<file path="config.mk">
export PLATFORM = sky130hd
export DESIGN_NAME = wrr_table_builder
export DESIGN_NICKNAME = d
export VERILOG_FILES = /design/src/rtl/wrr_pkg.sv /design/src/rtl/wrr_slot_picker.sv /design/src/rtl/wrr_table_builder.sv
export SDC_FILE = /design/constraint.sdc
export NUM_CORES = 1
export LEC_CHECK = 0
export CAP_MARGIN = 15
export CORE_ASPECT_RATIO = 0.7
export CORE_UTILIZATION = 60
export DETAILED_ROUTE_END_ITERATION = 8
export DONT_BUFFER_PORTS = 1
export PLACE_DENSITY = 0.8
export SETUP_SLACK_MARGIN = 0.3
export SYNTH_ARGS = -nofsm -noshare
export SYNTH_HDL_FRONTEND = slang
export SYNTH_HIERARCHICAL = 1
export SYNTH_SLANG_ARGS = --single-unit
export TNS_END_PERCENT = 20
</file>
<file path="constraint.sdc">
create_clock -name clk0 -period 3.65 [get_ports clk0]
set_input_delay 0.73 -clock clk0 [delete_from_list [all_inputs] [get_ports clk0]]
set_output_delay 0.73 -clock clk0 [all_outputs]
set_load 0.05 [all_outputs]
</file>
<file path="src/rtl/wrr_pkg.sv">
// wrr_pkg: shared constants, channel codes, FSM encoding and default table
// for the weighted round-robin table builder.
package wrr_pkg;
    localparam int NUM_VC   = 4;
    localparam int SLOTS    = 64;
    localparam int SLOT_W   = 2;
    localparam int TABLE_W  = 128;
    localparam int WEIGHT_W = 7;

    localparam logic [SLOT_W-1:0] VCHANEL0 = 2'b00;
    localparam logic [SLOT_W-1:0] VCHANEL1 = 2'b01;
    localparam logic [SLOT_W-1:0] VCHANEL2 = 2'b10;
    localparam logic [SLOT_W-1:0] VCHANEL3 = 2'b11;

    typedef enum logic [1:0] {IDLE, CHECK, BUILD, INIT} state_t;

    // Plain round robin: slot k holds k mod 4.
    localparam logic [TABLE_W-1:0] DEFAULT_TABLE =
        {16{VCHANEL3, VCHANEL2, VCHANEL1, VCHANEL0}};
endpackage

</file>
<file path="src/rtl/wrr_slot_picker.sv">
// wrr_slot_picker: selects the first channel at or after ptr (mod 4)
// that still has slots remaining.
module wrr_slot_picker
    import wrr_pkg::*;
(
    input  logic [WEIGHT_W-1:0] rem [NUM_VC],
    input  logic [1:0]          ptr,
    output logic [1:0]          pick,
    output logic                pick_valid
);
    logic [1:0] idx;

    // Scan farthest-first so the candidate closest to ptr wins.
    always_comb begin
        pick       = VCHANEL0;
        pick_valid = 1'b0;
        idx        = '0;
        for (int j = NUM_VC - 1; j >= 0; j--) begin
            idx = ptr + 2'(j);
            if (rem[idx] != '0) begin
                pick       = idx;
                pick_valid = 1'b1;
            end
        end
    end
endmodule

</file>
<file path="src/rtl/wrr_table_builder.sv">
// wrr_table_builder: converts four channel weights into the 64-slot priority
// table for w_rndrobin and strobes init once the new table is committed.
module wrr_table_builder
    import wrr_pkg::*;
(
    input  logic                clk0,
    input  logic                rst,
    input  logic                enb,
    input  logic                start,
    input  logic [WEIGHT_W-1:0] weight_vc0,
    input  logic [WEIGHT_W-1:0] weight_vc1,
    input  logic [WEIGHT_W-1:0] weight_vc2,
    input  logic [WEIGHT_W-1:0] weight_vc3,
    output logic [TABLE_W-1:0]  table_out,
    output logic                init,
    output logic                busy,
    output logic                done,
    output logic                cfg_error
);
    state_t              state_q, state_d;
    logic [WEIGHT_W-1:0] rem_q [NUM_VC];
    logic [WEIGHT_W-1:0] rem_d [NUM_VC];
    logic [1:0]          ptr_q, ptr_d;
    logic [5:0]          slot_q, slot_d;
    logic [TABLE_W-1:0]  shadow_q, shadow_d;
    logic [TABLE_W-1:0]  table_q, table_d;
    logic                cfg_error_q, cfg_error_d;
    logic [1:0]          pick;
    logic                pick_valid;
    logic [8:0]          sum;

    wrr_slot_picker u_picker (
        .rem        (rem_q),
        .ptr        (ptr_q),
        .pick       (pick),
        .pick_valid (pick_valid)
    );

    assign sum       = 9'(rem_q[0]) + 9'(rem_q[1]) + 9'(rem_q[2]) + 9'(rem_q[3]);
    assign busy      = state_q != IDLE;
    assign init      = enb && state_q == INIT;
    assign done      = init;
    assign table_out = table_q;
    assign cfg_error = cfg_error_q;

    always_comb begin
        state_d     = state_q;
        rem_d       = rem_q;
        ptr_d       = ptr_q;
        slot_d      = slot_q;
        shadow_d    = shadow_q;
        table_d     = table_q;
        cfg_error_d = cfg_error_q;
        if (enb) begin
            case (state_q)
                IDLE: if (start) begin
                    state_d     = CHECK;
                    rem_d       = '{weight_vc0, weight_vc1, weight_vc2, weight_vc3};
                    ptr_d       = '0;
                    slot_d      = '0;
                    cfg_error_d = 1'b0;
                end
                CHECK: begin
                    state_d     = sum == 9'(SLOTS) ? BUILD : IDLE;
                    cfg_error_d = sum != 9'(SLOTS);
                end
                BUILD: begin
                    if (pick_valid) begin
                        shadow_d[{slot_q, 1'b0} +: SLOT_W] = pick;
                        rem_d[pick] = rem_q[pick] - WEIGHT_W'(1);
                        ptr_d       = pick + 2'd1;
                    end
                    slot_d = slot_q + 6'd1;
                    // Commit includes the final slot written on this same edge.
                    if (slot_q == 6'(SLOTS - 1)) begin
                        state_d = INIT;
                        table_d = shadow_d;
                    end
                end
                INIT: state_d = IDLE;
                default: state_d = IDLE;
            endcase
        end
    end

    always_ff @(posedge clk0) begin
        if (!rst) begin
            state_q     <= IDLE;
            rem_q       <= '{default: '0};
            ptr_q       <= '0;
            slot_q      <= '0;
            shadow_q    <= DEFAULT_TABLE;
            table_q     <= DEFAULT_TABLE;
            cfg_error_q <= 1'b0;
        end else begin
            state_q     <= state_d;
            rem_q       <= rem_d;
            ptr_q       <= ptr_d;
            slot_q      <= slot_d;
            shadow_q    <= shadow_d;
            table_q     <= table_d;
            cfg_error_q <= cfg_error_d;
        end
    end
endmodule

</file>
* Yosys cells after proc, flatten, opt, wreduce, memory -nomap -nowiden *
Cells that the tools add are included.

word-level totals
  register bits after elaboration = 295
  input bits = 32
  output and inout port bits = 132
  word-level logic and storage cells = 100

operators by class
  add/sub/neg operators = 10
  magnitude comparators = 6
  equality and inequality tests = 9
  shift operators = 2
  multiplexer cells = 42
  bitwise operators = 5
  reduce and logical (&&, ||, !) cells = 16

operators with widths
  cell                     count
  $bwmux 128               1
  $mux 128                 1
  $shift 2x9->128 const A  1
  $shiftx 2x9->128         1
  $mux 7                   11
  $bmux 7 s2               5
  $mux 28                  2
  $pmux 28 s2              1
  $bwmux 28                1
  $reduce_bool 7->1        4
  $mux 2                   9
  $ge 3x3->1 const B       5
  $not 2->3                5
  $demux 7 s2              1
  $pmux 6 s2               1
  $reduce_and 3->1         4
  $add 8x7->9              1
  $add 9x7->9              1
  $eq 9x7->1 const B       1
  $ne 9x7->1 const B       1
  $neg 7->9                1
  $add 7x7->8              1
  $pmux 2 s4               1
  $sub 7x1->7 const B      1
  17 further kinds         29

* Depth between registers and ports, before layout *
Gate-level depths: netlist of run 1.

  depth after elaboration = 18
  mapped depth = 12
  gate-level depth less buffers = 11

* Modules after synthesis *
Netlist of run 1, hierarchy kept.

modules (own cells, without submodules)
  module             times used  cells each  area each (um2)  seq. area each (um2)
  wrr_table_builder  1           1461        12868.6          5905.7
  wrr_slot_picker    1           21          181.4            0.0

* Least setup slack after synthesis of run 1 *
Ideal clock, no wire load.

  kind = register to register
  start point = register rem_q[18] in the netlist's numbering
  end point = register rem_q[26] in the netlist's numbering
  library setup time = 127 ps
  data arrival time = 3257 ps
  required time = 3523 ps
  setup slack = 266 ps
  stages on the path, launching flop included = 11
  path buffers = 1
  clock period less this slack = 3384 ps
  path through = dfxtp_1 > or4_4 > or4_4 > nor3_2 > o22a_1 > clkbuf_1 > mux4_2 > nor3_1 > nor3b_1 > xnor2_1 > a21oi_1

on the way
  word-level cells in the longest chain between the ends = 16
  elaborated cells on any way between the ends = 39
  classes of those cells = add/sub: 1; order compare: 2; eq/ne: 1; mux: 28; bitwise: 1; reduce/logical: 6

RTL lines
  what                                                               line                     source
  start, declared                                                    wrr_table_builder.sv:21  logic [WEIGHT_W-1:0] rem_q [NUM_VC];
  start signal, assigned                                             wrr_table_builder.sv:97  rem_q <= rem_d;
  $bmux 7 s2                                                         wrr_slot_picker.sv:20    if (rem[idx] != '0) begin
  $mux 7 (not written as such) (2 in a row)                          wrr_slot_picker.sv:20
  $reduce_bool 7->1                                                  wrr_slot_picker.sv:20
  $mux 2 (3 in a row)                                                wrr_slot_picker.sv:20
  $mux 2 *                                                           wrr_slot_picker.sv:20
  named net pick[1]                                                  wrr_table_builder.sv:28  logic [1:0] pick;
  $not 2->3 (not written as such) *                                  wrr_table_builder.sv:70  rem_d[pick] = rem_q[pick] - WEIGHT_W'(1);
  $bmux 7 s2, or another cell as far along                           wrr_table_builder.sv:70
  $mux 7 (not written as such) or $logic_and 1x1->1 (tied branches)  wrr_table_builder.sv:70
  $mux 7 (not written as such)                                       wrr_table_builder.sv:70
  $sub 7x1->7 or $demux 7 s2 (tied branches)                         wrr_table_builder.sv:70
  $bwmux 28 *                                                        wrr_table_builder.sv:70
  $mux 28 *                                                          wrr_table_builder.sv:68  if (pick_valid) begin
  $pmux 28 s2 *                                                      wrr_table_builder.sv:55  case (state_q)

Mark *: on every way through the listed nets, which the timed path passes. The rest lies on a longest branch. The select of a mux whose other input is x is not followed.
A chain may end at the register's enable or synchronous reset.

* Worst setup path in the final report of run 1 *
  start point = register rem_q[11] in the netlist's numbering
  end point = register rem_q[15] in the netlist's numbering

The elaborated chain is that of the path after synthesis.

==> run metrics, run 1 <==
status finished clean; mean area per synthesized cell 8.806 um2; Initial Util 0.6205; Post-synth EDFFs 0; drt first pass iters 7; Worst setup EP type flop; core area roughly 21000 um2; total chip power 6822 uW; Lkg Pwr 0.005950 uW; Async S/R FF share, synth 0; register bit total from synthesis 295; CP startpoint kind flop; Power Dens Cells 471.6 nW/um2; Critical Path Stages 12; Max Slew Vio Count 0; IO buf count 0; Routed WL per cell 20.69 um; H-Tree Depth 1; worst-path cell chain or4_4 > nor4_4 > nor3b_1 > nor4_2 > buf_4 > buf_12 > mux4_2 > inv_2 > ha_4 > nor3b_2 > a21oi_1 > a211oi_1; ys flop type dfxtp_1; Worst Hold Slack 0.3317 ns; HPWL Detailed 24730 um; RSZ-0062 raised after global routing yes; RR Startpoint rem_q[11]; Sink Count 295; min-delay src rst; DRC 0; Max Freq 305.1 MHz; final hold vios 0; Final setup violation count 0; start point of the critical path rem_q[11]; Die Y around 130 um; initial antenna violation count 0; Num CTS Buffers 27; Inserted Diodes 0; ratio of cells with drive above 1 in the final layout 0.1207; Slew headroom 0.2063; crit path buf inv count 3; highest-count cells in the layout ignoring fill and taps dfxtp_1, nor2_1, nand2_1; grt ovf 0; Clock Latency Late Sink between 0.5 and 0.6 ns; sequential cell area fraction in the yosys report 0.4525; period utilization 0.8980; largest net degree at the start of global routing around 210; most common cell after layout, fill and taps aside dfxtp_1; final setup TNS 0 ns; clk slew on worst S/H paths 0.07 ns; Final nets roughly 1500; Slowest-stage cell, CP or4_4; vias post-DR 11150; Peak supply drop ~0.00034 V; Worst Skew 0.01299 ns; Die ar. between 20000 and 25000 um2; r2r setup slk 0.37 ns; syn_nets about 1500; Syn Inst Count 1482; worst hold-check path type primary input to flop; Yosys cell types between 70 and 80; Area Growth Syn to Fin 10.84%; CTS Root Cell clkbuf_16; first-pass GRT wire length 56620 um; measured slew at the worst slew-check pin 1.178 ns; WHS Path Cells 2; delay of the slowest cell on the worst path between 0.5 and 0.6 ns; Iteration-0 DRC Markers 1351; R2R depth 12; CTS tree yes; Setup CP Type flop to flop; Final Critical Period between 3 and 4 ns; vias in the first global route 10360; top cell family by delay on the critical path simple AND/OR/NAND/NOR gates; max-cap violations 0; clock tree buffer depth 3; Hold Path End table_out[12]; # rows 44; Worst Path Arrival roughly 3.7 ns; critical path required time 4.10 ns; top-level port count between 150 and 200; r2r endpoint rem_q[15]; Die X-Extent roughly 180 um; Max Fanout on Critical Path 14; Global Route Usage Sum 0.3170; mapped cell area 13050 um2; yosys warns 6; via/cell ratio roughly 6.4; Post-Route WL 36230 um; Final GP Congestion between 0.9 and 1; residual antenna-violating net count after detailed routing 0
kinds of logic after synthesis:
logic type / share of synthesized area
flip-flops: 0.4525
AND/OR/NAND/NOR: 0.2143
buffers and inverters: 0.04564
XOR/XNOR: 0.008054
AO/OA/AOI/OAI: 0.1514
multiplexers: 0.09032
adder cells (fa/ha/maj): 0.03778
cell usage after synthesis (3+ instances only):
master | instances | share of area
dfxtp_1 | 295 | 0.45
nor2_1 | 198 | 0.057
nand2_1 | 156 | 0.045
mux2i_1 | 102 | 0.078
clkbuf_1 | 93 | 0.027
o21ai_0 | 91 | 0.035
nand3_1 | 78 | 0.030
a21oi_1 | 73 | 0.028
nor3_1 | 45 | 0.017
inv_1 | 28 | 0.0081
nand4_1 | 21 | 0.010
a31oi_1 | 19 | 0.0091
a211oi_1 | 18 | 0.010
nor4_1 | 18 | 0.0086
ha_1 | 17 | 0.016
o221ai_1 | 16 | 0.011
fa_1 | 14 | 0.021
and3_1 | 13 | 0.0062
buf_2 | 11 | 0.0042
nand2b_1 | 11 | 0.0053
o211ai_1 | 10 | 0.0058
xnor2_1 | 10 | 0.0067
a22oi_1 | 9 | 0.0052
buf_1 | 8 | 0.0023
nor3b_1 | 8 | 0.0046
or3_1 | 8 | 0.0038
mux4_2 | 7 | 0.012
nor2b_1 | 7 | 0.0034
o31ai_1 | 7 | 0.0040
and2_1 | 6 | 0.0029
o311ai_0 | 6 | 0.0040
a2111oi_4 | 4 | 0.0084
buf_6 | 4 | 0.0035
nor4_2 | 4 | 0.0038
o22ai_1 | 4 | 0.0019
or2_2 | 4 | 0.0019
or4_4 | 4 | 0.0035
a21o_1 | 3 | 0.0017
nand3b_1 | 3 | 0.0017
o2111ai_1 | 3 | 0.0020
o31a_1 | 3 | 0.0020
per-layer routing:
metal | up-vias | track usage | wire length (um)
li1 | 5189 | - | -
met1 | 5258 | 0.4716 | 16020
met2 | 626 | 0.4530 | 15020
met3 | 78 | 0.09155 | 4462
met4 | 0 | 0.06431 | 730
met5 | - | 0 | 0
worst reg2reg max path, cell delays in order, from the launching register on:
cell and delay, ns:
dfxtp_2 0.35, or4_4 0.55, nor4_4 0.36, nor3b_1 0.11, nor4_2 0.28, buf_4 0.17
buf_12 0.15, mux4_2 0.38, inv_2 0.10, ha_4 0.22, nor3b_2 0.18, a21oi_1 0.09
a211oi_1 0.27
flip-flops by register name, summed over array words and instances, names as in the netlist, named ones only:
name and count:
table_out 128, rem_q 28, slot_q 6, shadow_q 128, cfg_error 1, state_q 1
ptr_q 2
worst max-delay path by stage:
| stage | end | slack, ns |
|---|---|---|
| floorplan | rem_q[26] | 0.38 |
| global placement | rem_q[26] | 0.14 |
| detailed placement | rem_q[26] | 0.13 |
| CTS | rem_q[13] | 0.31 |
| global route | rem_q[26] | 0.27 |
| finish | rem_q[15] | 0.37 |
area by class of cell:
class | count | area (um2)
inverter | 29 | 113.9
timing repair buffer | 60 | 475.5
tap | 276 | 345.3
multi-input combinational | 1042 | 6701
fill | 1696 | 6565
clock inverter | 15 | 180.2
sequential | 295 | 5907
clock buffer | 34 | 742.0
power breakdown:
| group | internal [uW] | switching (uW) |
|---|---|---|
| combinational | 261 | 351 |
| clock | 1670 | 1270 |
| sequential | 3240 | 35.4 |
| total | 5170 | 1650 |
through the flow:
step	util	instances	cell area [um2]	worst slack, ns
floorplan	-	1482	13050	0.3756
global placement	0.6352	1694	13360	0.1432
detailed placement	0.6352	1694	13360	0.1281
CTS	0.6801	1743	14300	0.3105
global route	0.6878	1751	14470	0.2666
finish	0.6878	1751	14470	0.3724
repair_timing:
action / 4_1_cts / 5_1_grt
gates cloned: 0 / 1
pin swaps: 1 / 8
resized for setup: 5 / 23
setup endpoints to repair: 16 / 27
setup buffers: 0 / 7
hold buffers: 0 / 0
No activity file was read; power rests on OpenSTA's default activity.
==> run 2: changes to the inputs <==
Settings changed: CORE_UTILIZATION 60 to 45, PLACE_DENSITY 0.8 to 0.64.
==> run 2 against run 1 <==
  * Via count fell by 3.1%
  * Die area increased by 33%
  * First-iteration DRC count down 21%
  * Register-to-register slack barely moved
  * Combinational power barely moved
  * Sequential share of layout area fell by 0.77 points
  * Sequential power about the same
  * Power increased by 3.4%
  * Largest cell class unchanged
  * Largest power group unchanged
==> run metrics, run 2 (synthesis results as in run 1) <==
vias post-DR 10810 (-3.1%); Global Route Usage Sum 0.2551 (-0.06187); Iteration-0 DRC Markers 1072 (-21%); FILL cells 2616 (+54%); Gate power share 0.087 (-0.003); Clock Latency Late Sink 0.57 ns (+0.02 ns); via/cell ratio 5.800 (-8.9%); most common cell after layout, fill and taps aside dfxtp_1; Final Critical Period 3.273 ns (-0.004840 ns); multi-input logic area 6671 um2 (-0.45%); status finished clean; Worst Hold Slack 0.3091 ns (-0.02254 ns); switching share of power 0.2395 (-0.002961); worst hold-check path type primary input to flop; Slowest-stage cell, CP mux4_2; Num CTS Buffers 30 (+11%); clock group share of total power 0.448 (+0.018); ratio of cells with drive above 1 in the final layout 0.1267 (+0.005998); period utilization 0.8966 (-0.001326); clock tree buffer depth 3 (unchanged); Final GP Congestion 0.9237 (about the same); CTS Root Cell clkbuf_16; worst-path cell chain or4_4 > or4_4 > nor3_2 > o22a_2 > mux4_2 > nor3_4 > nor3b_4 > xnor2_2 > a21oi_1; Layout Cells excl Fill 1863 (+6.4%); core area 28140 um2 (+34%); crit path buf inv count 0 (-3); highest-count cells in the layout ignoring fill and taps dfxtp_1, nor2_1, nand2_1; WHS Path Cells 2 (unchanged); Max Fanout on Critical Path 4 (-10); Initial Util 0.4637 (-0.1568); grt ovf 0 (unchanged); IO buf count 0 (unchanged); top cell family by delay on the critical path simple AND/OR/NAND/NOR gates; HPWL Detailed 26470 um (+7.0%); vias in the first global route 10060 (-2.9%); Critical Path Stages 9 (-3); drt first pass iters 7 (unchanged); Max Freq 305.6 MHz (+0.15%); CP startpoint kind flop; # rows 51 (+16%); measured slew at the worst slew-check pin 1.045 ns (-0.1332 ns); largest net degree at the start of global routing 207 (unchanged); RSZ-0062 raised after global routing yes; Worst setup EP type flop; residual antenna-violating net count after detailed routing 0 (unchanged); Power Dens Cells 478.1 nW/um2 (+1.4%); Lkg Pwr 0.006056 uW (+1.8%); H-Tree Depth 1 (unchanged); Die X-Extent 205.5 um (+15%); Area Growth Syn to Fin 13.00%; max-cap violations 0 (unchanged); final hold vios 0 (unchanged); Switching Power 1689 uW (+2.1%); Final nets 1531 (+0.86%); Die ar. 29700 um2 (+33%); Post-Route WL 38120 um (+5.2%); Max Slew Vio Count 0 (unchanged); DRC 0 (unchanged); placed cells 1796 (+6.0%); Most common cell on crit path or4_4; sequential power share 0.465 (-0.015); top-level port count 164 (unchanged); CTS tree yes; placed inst area 13530 um2 (+1.3%); Worst Skew 0.02109 ns (+0.008095 ns); Final setup violation count 0 (unchanged); Cell Int Power 5362 uW (+3.8%); Worst Path Arrival 3.70 ns (-0.03 ns); Sink Count 295 (unchanged); first-pass GRT wire length 58950 um (+4.1%); Peak supply drop 0.0003650 V (+7.1%); Slew headroom 0.2983 (+0.09207); Inserted Diodes 0 (unchanged); clk slew on worst S/H paths 0.06 ns (about the same); Die Y 144.5 um (+15%); final instance area 14750 um2 (+1.9%); sequential cell area 5908 um2 (about the same); Setup CP Type flop to flop; initial antenna violation count 0 (unchanged); Routed WL per cell 20.46 um (-1.1%); critical path required time 4.08 ns (-0.02 ns); post-cts hold buffer count 0 (unchanged); delay of the slowest cell on the worst path 0.57 ns (+0.02 ns); final setup TNS 0 ns (unchanged); R2R depth 9 (-3)
[run 2: cell types whose count changed in the layout (fill, tap and decap cells not counted), sizes merged]
cell,change
nor2,-1
clkinvlp,-3
buf,+11
clkbuf,+8
clkinv,+2
[run 2: worst paths after layout]
kind                                    start             end  slack (ns)
worst max-delay path                rem_q[18]        rem_q[5]        0.38
worst min-delay path                      rst    table_out[9]        0.31
worst max register to register      rem_q[18]        rem_q[5]        0.38
worst min register to register  shadow_q[118]  table_out[118]        0.45
[run 2: power groups by stage]
stage	Clock, uW	Combinational (uW)	Sequential, uW
3_5_place_dp	0	528	3350
3_3_place_gp	0	528	3350
6_report	3160	613	3280
5_1_grt	3350	669	3280
4_1_cts	3210	542	3280
2_1_floorplan	0	393	3340
[run 2: metrics by stage]
stage	power (uW)	util	setup WS, ns
final	7050	0.5240	0.3773
after global routing	7300	0.5240	0.2510
after CTS	7033	0.5179	0.2884
after detailed placement	3878	0.4808	0.1363
after global placement	3879	0.4808	0.1050
after floorplan	3731	-	0.3756
[run 2: layer usage]
metal | vias up | routed length (um) | GRT usage
li1 | 5219 | - | -
met1 | 5178 | 18520 | 0.3815
met2 | 369 | 15650 | 0.3574
met3 | 40 | 3431 | 0.07526
met4 | 0 | 529 | 0.04951
met5 | - | 0 | 0
[run 2: area by class of cell]
type                    instances  share of cell area
well taps                     371             0.03148
clock inverters                14             0.01128
multi-input cells            1041              0.4524
clock buffers                  42             0.05804
flip-flops and latches        295              0.4006
inverters                      29            0.007467
repair buffers                 71             0.03869
[run 2: timing repair]
| action | in CTS | in global routing |
|---|---|---|
| endpoints found under the setup margin | 20 | 30 |
| buffers inserted | 0 | 11 |
| cloned | 0 | 0 |
| resized for setup | 5 | 22 |
| pin swaps | 0 | 7 |
==> run 3: changes to the inputs <==
Settings changed: CAP_MARGIN 15 to 20.
==> results of run 3 <==
No change in the layout: final DEF, timing and power equal those of run 2.
